`src/rtl/usb_tx_serializer_if.sv`:
```
// Packet hand-off and line-drive signals between the packet compiler and the USB TX serializer.
// master: packet compiler side (drives copy_signal/packet, observes line and status).
// slave : serializer side (consumes copy_signal/packet, drives dp/dm and status pulses).
interface usb_tx_serializer_if;
    logic         copy_signal;        // one-cycle strobe: packet valid, start transmission
    logic [543:0] packet_TX;          // compiled packet, bit 0 sent first
    logic [9:0]   packet_counter_TX;  // number of valid packet bits
    logic         dp_out;             // D+ drive
    logic         dm_out;             // D- drive
    logic         tx_busy;            // high from accepted copy through end of EOP
    logic         tx_done;            // one-cycle pulse when EOP finishes
    logic         tx_overrun;         // one-cycle pulse when copy arrives while busy

    modport master (
        output copy_signal, packet_TX, packet_counter_TX,
        input  dp_out, dm_out, tx_busy, tx_done, tx_overrun
    );

    modport slave (
        input  copy_signal, packet_TX, packet_counter_TX,
        output dp_out, dm_out, tx_busy, tx_done, tx_overrun
    );
endinterface

```
`src/rtl/usb_tx_serializer.sv`:
```
// USB full-speed TX serializer: NRZI encoding, bit stuffing after six ones, SE0/SE0/J end-of-packet.
// Latency: first bit on the line the cycle after copy_signal; each symbol held CLKS_PER_BIT cycles.
// Backpressure: none; copy_signal while busy (or in the DONE cycle) is dropped and flagged on tx_overrun.
// Ports: clk, n_rst (async active-low), bus (usb_tx_serializer_if.slave).
module usb_tx_serializer #(
    parameter int CLKS_PER_BIT = 4
) (
    input  logic                  clk,
    input  logic                  n_rst,
    usb_tx_serializer_if.slave    bus
);

    localparam int CW = (CLKS_PER_BIT > 1) ? $clog2(CLKS_PER_BIT) : 1;
    localparam logic [CW-1:0] CNT_LAST = CW'(CLKS_PER_BIT - 1);
    localparam logic [9:0]    MAX_LEN  = 10'd544;

    typedef enum logic [2:0] {
        IDLE    = 3'd0,
        SEND    = 3'd1,
        STUFF   = 3'd2,
        EOP_SE0 = 3'd3,
        EOP_J   = 3'd4,
        DONE    = 3'd5
    } state_t;

    state_t         state_q;
    logic [543:0]   shift_q;   // remaining packet bits, next bit in [0]
    logic [9:0]     len_q;     // latched (clamped) bit length
    logic [9:0]     pos_q;     // number of packet bits already put on the line
    logic [2:0]     ones_q;    // consecutive ones on the line
    logic [CW-1:0]  cnt_q;     // bit-period counter
    logic           nrzi_q;    // current NRZI level, 1 = J
    logic           se0_q;     // second SE0 bit period flag
    logic           dp_q, dm_q, busy_q, done_q, ovr_q;

    // Next packet bit and its encoding. On load the bit comes straight from
    // the bus and NRZI/ones history starts fresh from J.
    logic           bit_d;
    logic           lvl_d;
    logic [2:0]     ones_d;
    logic [9:0]     len_d;
    logic           last_cyc;

    always_comb begin
        bit_d  = shift_q[0];
        lvl_d  = nrzi_q;
        ones_d = 3'd0;
        if (state_q == IDLE) begin
            bit_d  = bus.packet_TX[0];
            lvl_d  = bit_d ? 1'b1 : 1'b0;
            ones_d = bit_d ? 3'd1 : 3'd0;
        end else begin
            lvl_d  = bit_d ? nrzi_q : ~nrzi_q;
            ones_d = bit_d ? (ones_q + 3'd1) : 3'd0;
        end
        len_d    = (bus.packet_counter_TX > MAX_LEN) ? MAX_LEN : bus.packet_counter_TX;
        last_cyc = (cnt_q == CNT_LAST);
    end

    always_ff @(posedge clk or negedge n_rst) begin
        if (!n_rst) begin
            state_q <= IDLE;
            shift_q <= '0;
            len_q   <= '0;
            pos_q   <= '0;
            ones_q  <= '0;
            cnt_q   <= '0;
            nrzi_q  <= 1'b1;
            se0_q   <= 1'b0;
            dp_q    <= 1'b1;
            dm_q    <= 1'b0;
            busy_q  <= 1'b0;
            done_q  <= 1'b0;
            ovr_q   <= 1'b0;
        end else begin
            done_q <= 1'b0;
            // Anything other than IDLE (including DONE) counts as busy for a new request.
            ovr_q  <= bus.copy_signal && (state_q != IDLE);

            case (state_q)
                IDLE: begin
                    dp_q   <= 1'b1;
                    dm_q   <= 1'b0;
                    busy_q <= 1'b0;
                    if (bus.copy_signal) begin
                        busy_q <= 1'b1;
                        cnt_q  <= '0;
                        len_q  <= len_d;
                        se0_q  <= 1'b0;
                        if (len_d != 10'd0) begin
                            state_q <= SEND;
                            shift_q <= bus.packet_TX >> 1;
                            pos_q   <= 10'd1;
                            ones_q  <= ones_d;
                            nrzi_q  <= lvl_d;
                            dp_q    <= lvl_d;
                            dm_q    <= ~lvl_d;
                        end else begin
                            state_q <= EOP_SE0;
                            shift_q <= bus.packet_TX;
                            pos_q   <= '0;
                            ones_q  <= '0;
                            nrzi_q  <= 1'b1;
                            dp_q    <= 1'b0;
                            dm_q    <= 1'b0;
                        end
                    end
                end

                SEND, STUFF: begin
                    if (last_cyc) begin
                        cnt_q <= '0;
                        if (ones_q == 3'd6) begin
                            // Stuffed zero: toggle, consume no packet bit.
                            state_q <= STUFF;
                            ones_q  <= '0;
                            nrzi_q  <= ~nrzi_q;
                            dp_q    <= ~nrzi_q;
                            dm_q    <= nrzi_q;
                        end else if (pos_q < len_q) begin
                            state_q <= SEND;
                            shift_q <= shift_q >> 1;
                            pos_q   <= pos_q + 10'd1;
                            ones_q  <= ones_d;
                            nrzi_q  <= lvl_d;
                            dp_q    <= lvl_d;
                            dm_q    <= ~lvl_d;
                        end else begin
                            state_q <= EOP_SE0;
                            se0_q   <= 1'b0;
                            ones_q  <= '0;
                            dp_q    <= 1'b0;
                            dm_q    <= 1'b0;
                        end
                    end else begin
                        cnt_q <= cnt_q + CW'(1);
                    end
                end

                EOP_SE0: begin
                    if (last_cyc) begin
                        cnt_q <= '0;
                        if (se0_q) begin
                            state_q <= EOP_J;
                            nrzi_q  <= 1'b1;
                            dp_q    <= 1'b1;
                            dm_q    <= 1'b0;
                        end else begin
                            se0_q <= 1'b1;
                        end
                    end else begin
                        cnt_q <= cnt_q + CW'(1);
                    end
                end

                EOP_J: begin
                    if (last_cyc) begin
                        cnt_q   <= '0;
                        state_q <= DONE;
                        done_q  <= 1'b1;
                        busy_q  <= 1'b0;
                        dp_q    <= 1'b1;
                        dm_q    <= 1'b0;
                    end else begin
                        cnt_q <= cnt_q + CW'(1);
                    end
                end

                DONE: begin
                    state_q <= IDLE;
                    dp_q    <= 1'b1;
                    dm_q    <= 1'b0;
                end

                default: begin
                    state_q <= IDLE;
                    busy_q  <= 1'b0;
                    dp_q    <= 1'b1;
                    dm_q    <= 1'b0;
                end
            endcase
        end
    end

    assign bus.dp_out     = dp_q;
    assign bus.dm_out     = dm_q;
    assign bus.tx_busy    = busy_q;
    assign bus.tx_done    = done_q;
    assign bus.tx_overrun = ovr_q;

endmodule

```
`src/flat_wrapper.sv`:
```
// flat-port wrapper written by rule: the top's interface ports become plain ports
module usb_tx_serializer_flat 
#(
    parameter int CLKS_PER_BIT = 4
)
  (clk, n_rst, bus_copy_signal, bus_packet_TX, bus_packet_counter_TX, bus_dp_out, bus_dm_out, bus_tx_busy, bus_tx_done, bus_tx_overrun);
  usb_tx_serializer_if bus_i ();
  input  logic clk;
  input  logic n_rst;
  input wire logic [$bits(bus_i.copy_signal)-1:0] bus_copy_signal;
  input wire logic [$bits(bus_i.packet_TX)-1:0] bus_packet_TX;
  input wire logic [$bits(bus_i.packet_counter_TX)-1:0] bus_packet_counter_TX;
  output wire logic [$bits(bus_i.dp_out)-1:0] bus_dp_out;
  output wire logic [$bits(bus_i.dm_out)-1:0] bus_dm_out;
  output wire logic [$bits(bus_i.tx_busy)-1:0] bus_tx_busy;
  output wire logic [$bits(bus_i.tx_done)-1:0] bus_tx_done;
  output wire logic [$bits(bus_i.tx_overrun)-1:0] bus_tx_overrun;
  assign bus_i.copy_signal = bus_copy_signal;
  assign bus_i.packet_TX = bus_packet_TX;
  assign bus_i.packet_counter_TX = bus_packet_counter_TX;
  assign bus_dp_out = bus_i.dp_out;
  assign bus_dm_out = bus_i.dm_out;
  assign bus_tx_busy = bus_i.tx_busy;
  assign bus_tx_done = bus_i.tx_done;
  assign bus_tx_overrun = bus_i.tx_overrun;
  usb_tx_serializer #(.CLKS_PER_BIT(CLKS_PER_BIT)) u_core (.clk(clk), .n_rst(n_rst), .bus(bus_i));
endmodule
```
`config.mk`:
```
export PLATFORM = sky130hd
export DESIGN_NAME = usb_tx_serializer_flat
export DESIGN_NICKNAME = d
export VERILOG_FILES = /design/src/rtl/usb_tx_serializer_if.sv /design/src/rtl/usb_tx_serializer.sv /design/src/flat_wrapper.sv
export SDC_FILE = /design/constraint.sdc
export NUM_CORES = 1
export LEC_CHECK = 0
export CORE_ASPECT_RATIO = 1.25
export CORE_MARGIN = 2
export CORE_UTILIZATION = 35
export DETAILED_ROUTE_END_ITERATION = 16
export DONT_BUFFER_PORTS = 1
export SETUP_SLACK_MARGIN = 0.02
export SKIP_CTS_REPAIR_TIMING = 1
export SYNTH_ARGS = -nofsm -noshare
export SYNTH_HDL_FRONTEND = slang
export SYNTH_SLANG_ARGS = --single-unit
```
`constraint.sdc`:
```
create_clock -name clk -period 2.8 [get_ports clk]
set_input_delay 0.28 -clock clk [delete_from_list [all_inputs] [get_ports clk]]
set_output_delay 0.28 -clock clk [all_outputs]
set_load 0.1 [all_outputs]
```
==> run metrics <==
All-Layer GR Usage=a little under a fifth; Tightest Pin Transition=2.91 ns; critical setup path kind=flip-flop to flip-flop; Sink Count=just under 600; Peak VDD IR=~0.5 mV; dpl cells=around 4200; clock root buffer=clkbuf_16; row count=about 120; area delta synth->final=31.1%; cell family with the largest share of critical-path delay=buffers and inverters; GRT Residual Overflow=0; CTS tree=done; synth unique cells=50; fmax=369 MHz; share of the synthesized area in the top cell type=about half; prevailing post-synth register cell=dfrtp_1; mean post-synth cell area=around 9.0 um2; detailed-route wire length per cell=around 19 um; clk_skew=0.0279 ns; Syn Inst Count=~3300; worst path buffer plus inverter count=4; Crit. End Element=flip-flop; Slew HR=-93.8%; Final period util=between 90% and 100%; Static Leak=between 15 and 20 nW; Worst path slowest cell=dfrtp_1; Via density=5.75; syn_nets=approximately 3800; DRC=0; min cycle time layout=around 2.7 ns; antenna violations before repair=10; Cell Chain, Critical Path=nor3_1 -> buf_4 -> nand2_4 -> buf_12 -> buf_4 -> a21oi_1 -> dlygate4sd3_1 -> a221o_1; cell accounting for the most synthesized area=dfrtp_1; number of detailed-route iterations in the first pass=6; top-count cell post-synth=nand2_1; number of synthesized register bits=roughly 580; global-route wire length before repair=approximately 130 mm; io pins=~560; PD cells=between 400 and 500 nW/um2; Reg clk slew, reported paths=around 0.060 ns; ranking of synthesized cells by area=dfrtp_1 (49%), a221o_1 (19%), nand2_1 (14%); Port Buffers=0; warnings from Yosys=0; final net count=4269; Num CTS Buffers=60; worst hold slack=-0.641 ns; Crit Path Max Fanout=19; final setup fails=0; sequential fraction of the synthesis area=49.5%; initial core utilization=a little over a third; failing checks=hold timing, slew limit; slowest stage delay, CP=approximately 0.65 ns; maxcap violations=0; routed wire length=a little over 90 mm; synthesized cell area=29300 um2; worst endpoint data arrival time=about 3.2 ns; type of the most critical hold path=primary input to asynchronous set/reset pin; status=finished, violations left; EDFF count, synth=0; HPWL Detailed=approximately 57 mm; fin area=38400 um2; vias in the first global route=between 20000 and 25000; Die Y=~330 um; Synth top cells by count=nand2_1 (1113), dfrtp_1 (577), a21oi_1 (567); H-Tree Depth=2; CTS max path bufs=3; Area after DPL=30700 um2; Critical Path Most Common Cell=buf_4; Worst Path Required=between 3 and 4 ns; die width=263 um; initial DRC count=2676; layout cell share with drive strength beyond 1=a little over 6%; ys async rst share=100%; Total Die Area=about 86000 um2; final hold violations=approximately 520; antenna-violating nets left=0; CP Launch Type=flip-flop; max-slew violations=363; worst skew pair latency=between 0.6 and 0.7 ns; largest net degree at the start of global routing=between 500 and 600; detailed-route via count=between 20000 and 30000; Non-Filler Instances=between 4000 and 5000; GPL Wtd Cong=between 0.8 and 0.9; Final Util=a little under half; core area=around 83000 um2
==> state kept, by name (all words and copies together) (netlist names) <==
name and cells:
u_core.bus.dm_out 1, u_core.bus.dp_out 1, u_core.bus.tx_busy 1, u_core.bus.tx_done 1, u_core.bus.tx_overrun 1, u_core.cnt_q 2
u_core.len_q 10, u_core.nrzi_q 1, u_core.ones_q 3, u_core.pos_q 10, u_core.se0_q 1, u_core.shift_q 544
u_core.state_q 3
==> power breakdown <==
group	leakage (nW)	switching, mW	internal, mW	total [mW]
Clock	0.990	3.56	4.83	8.40
Sequential	8.00	0.00639	8.37	8.37
Combinational	9.05	0.309	0.505	0.814
Total	18.0	3.88	13.7	17.6
==> cells by family (layout without fill, tap and decap cells) <==
kind of cell               Yosys count  count (layout)  synth area share [%]
xor gates and xnor gates             2               2                0.0598
adders and majority gates           13              13                 0.555
buffers and inverters              330             809                  4.80
muxes                                3               3                 0.149
other                                0               8                     0
AOI/OAI and AO/OA                 1163            1163                  29.5
DFF                                579             579                  49.5
and+or+nand+nor                   1179            1179                  15.5
==> metrics by stage <==
step	power, mW	hold slack, ns	worst slack (ns)	TNS, ns
after global routing	18.2	-0.698	-0.0130	-0.0264
final	17.6	-0.641	0.0891	0
after CTS	17.2	-0.692	0.171	0
after global placement	8.72	0.00115	0.229	0
after floorplan	8.70	-0.0156	0.580	0
after detailed placement	8.72	0.000304	0.187	0
==> placed cells by master, fill, tap and decap left out, drive strengths merged, types with 4 or more instances in the layout <==
cell type and n:
buf 116, nor2 19, nand3 7, or3 7
nand2b 7, clkbuf 81, o31ai 4, clkinv 12
ha 13, o21ai 28, diode 8, or4 4
dfrtp 577, nand2 1113, clkinvlp 8, bufinv 6
nor3 4, inv 22, nand4 4, a221o 543
dlygate4sd3 564, a21oi 567
==> worst paths after layout <==
kind / endpoint / cells after the start / startpoint / slack, ns
worst max register to register: u_core.shift_q[8] / 8 / u_core.state_q[2] / 0.09
min in group clk: u_core.shift_q[86] / 3 / bus_packet_TX[87] / -0.06
worst min register to register: u_core.shift_q[543] / 1 / u_core.shift_q[543] / 0.50
worst max-delay path: u_core.shift_q[8] / 8 / u_core.state_q[2] / 0.09
worst min-delay path: u_core.shift_q[319] / 0 / n_rst / -0.64
max in group asynchronous: u_core.shift_q[413] / 0 / n_rst / 1.16
==> metal layers <==
metal	vias up	share of wire (%)	track usage, %
li1	12800	-	-
met1	13600	42	24.5
met2	1147	48	30.6
met3	229	7.3	5.67
met4	4	3.2	6.68
met5	-	0.015	0
==> final cells by class <==
cell class	count	area (um2)
Fill cell	7624	44400
Sequential cell	579	14500
Multi-Input combinational cell	2360	13400
Timing Repair Buffer	680	6980
Clock buffer	81	1700
Tap cell	1080	1350
Clock inverter	30	358
Inverter	18	67.6
Antenna cell	8	20.0
No activity file was read; power rests on OpenSTA's default activity.
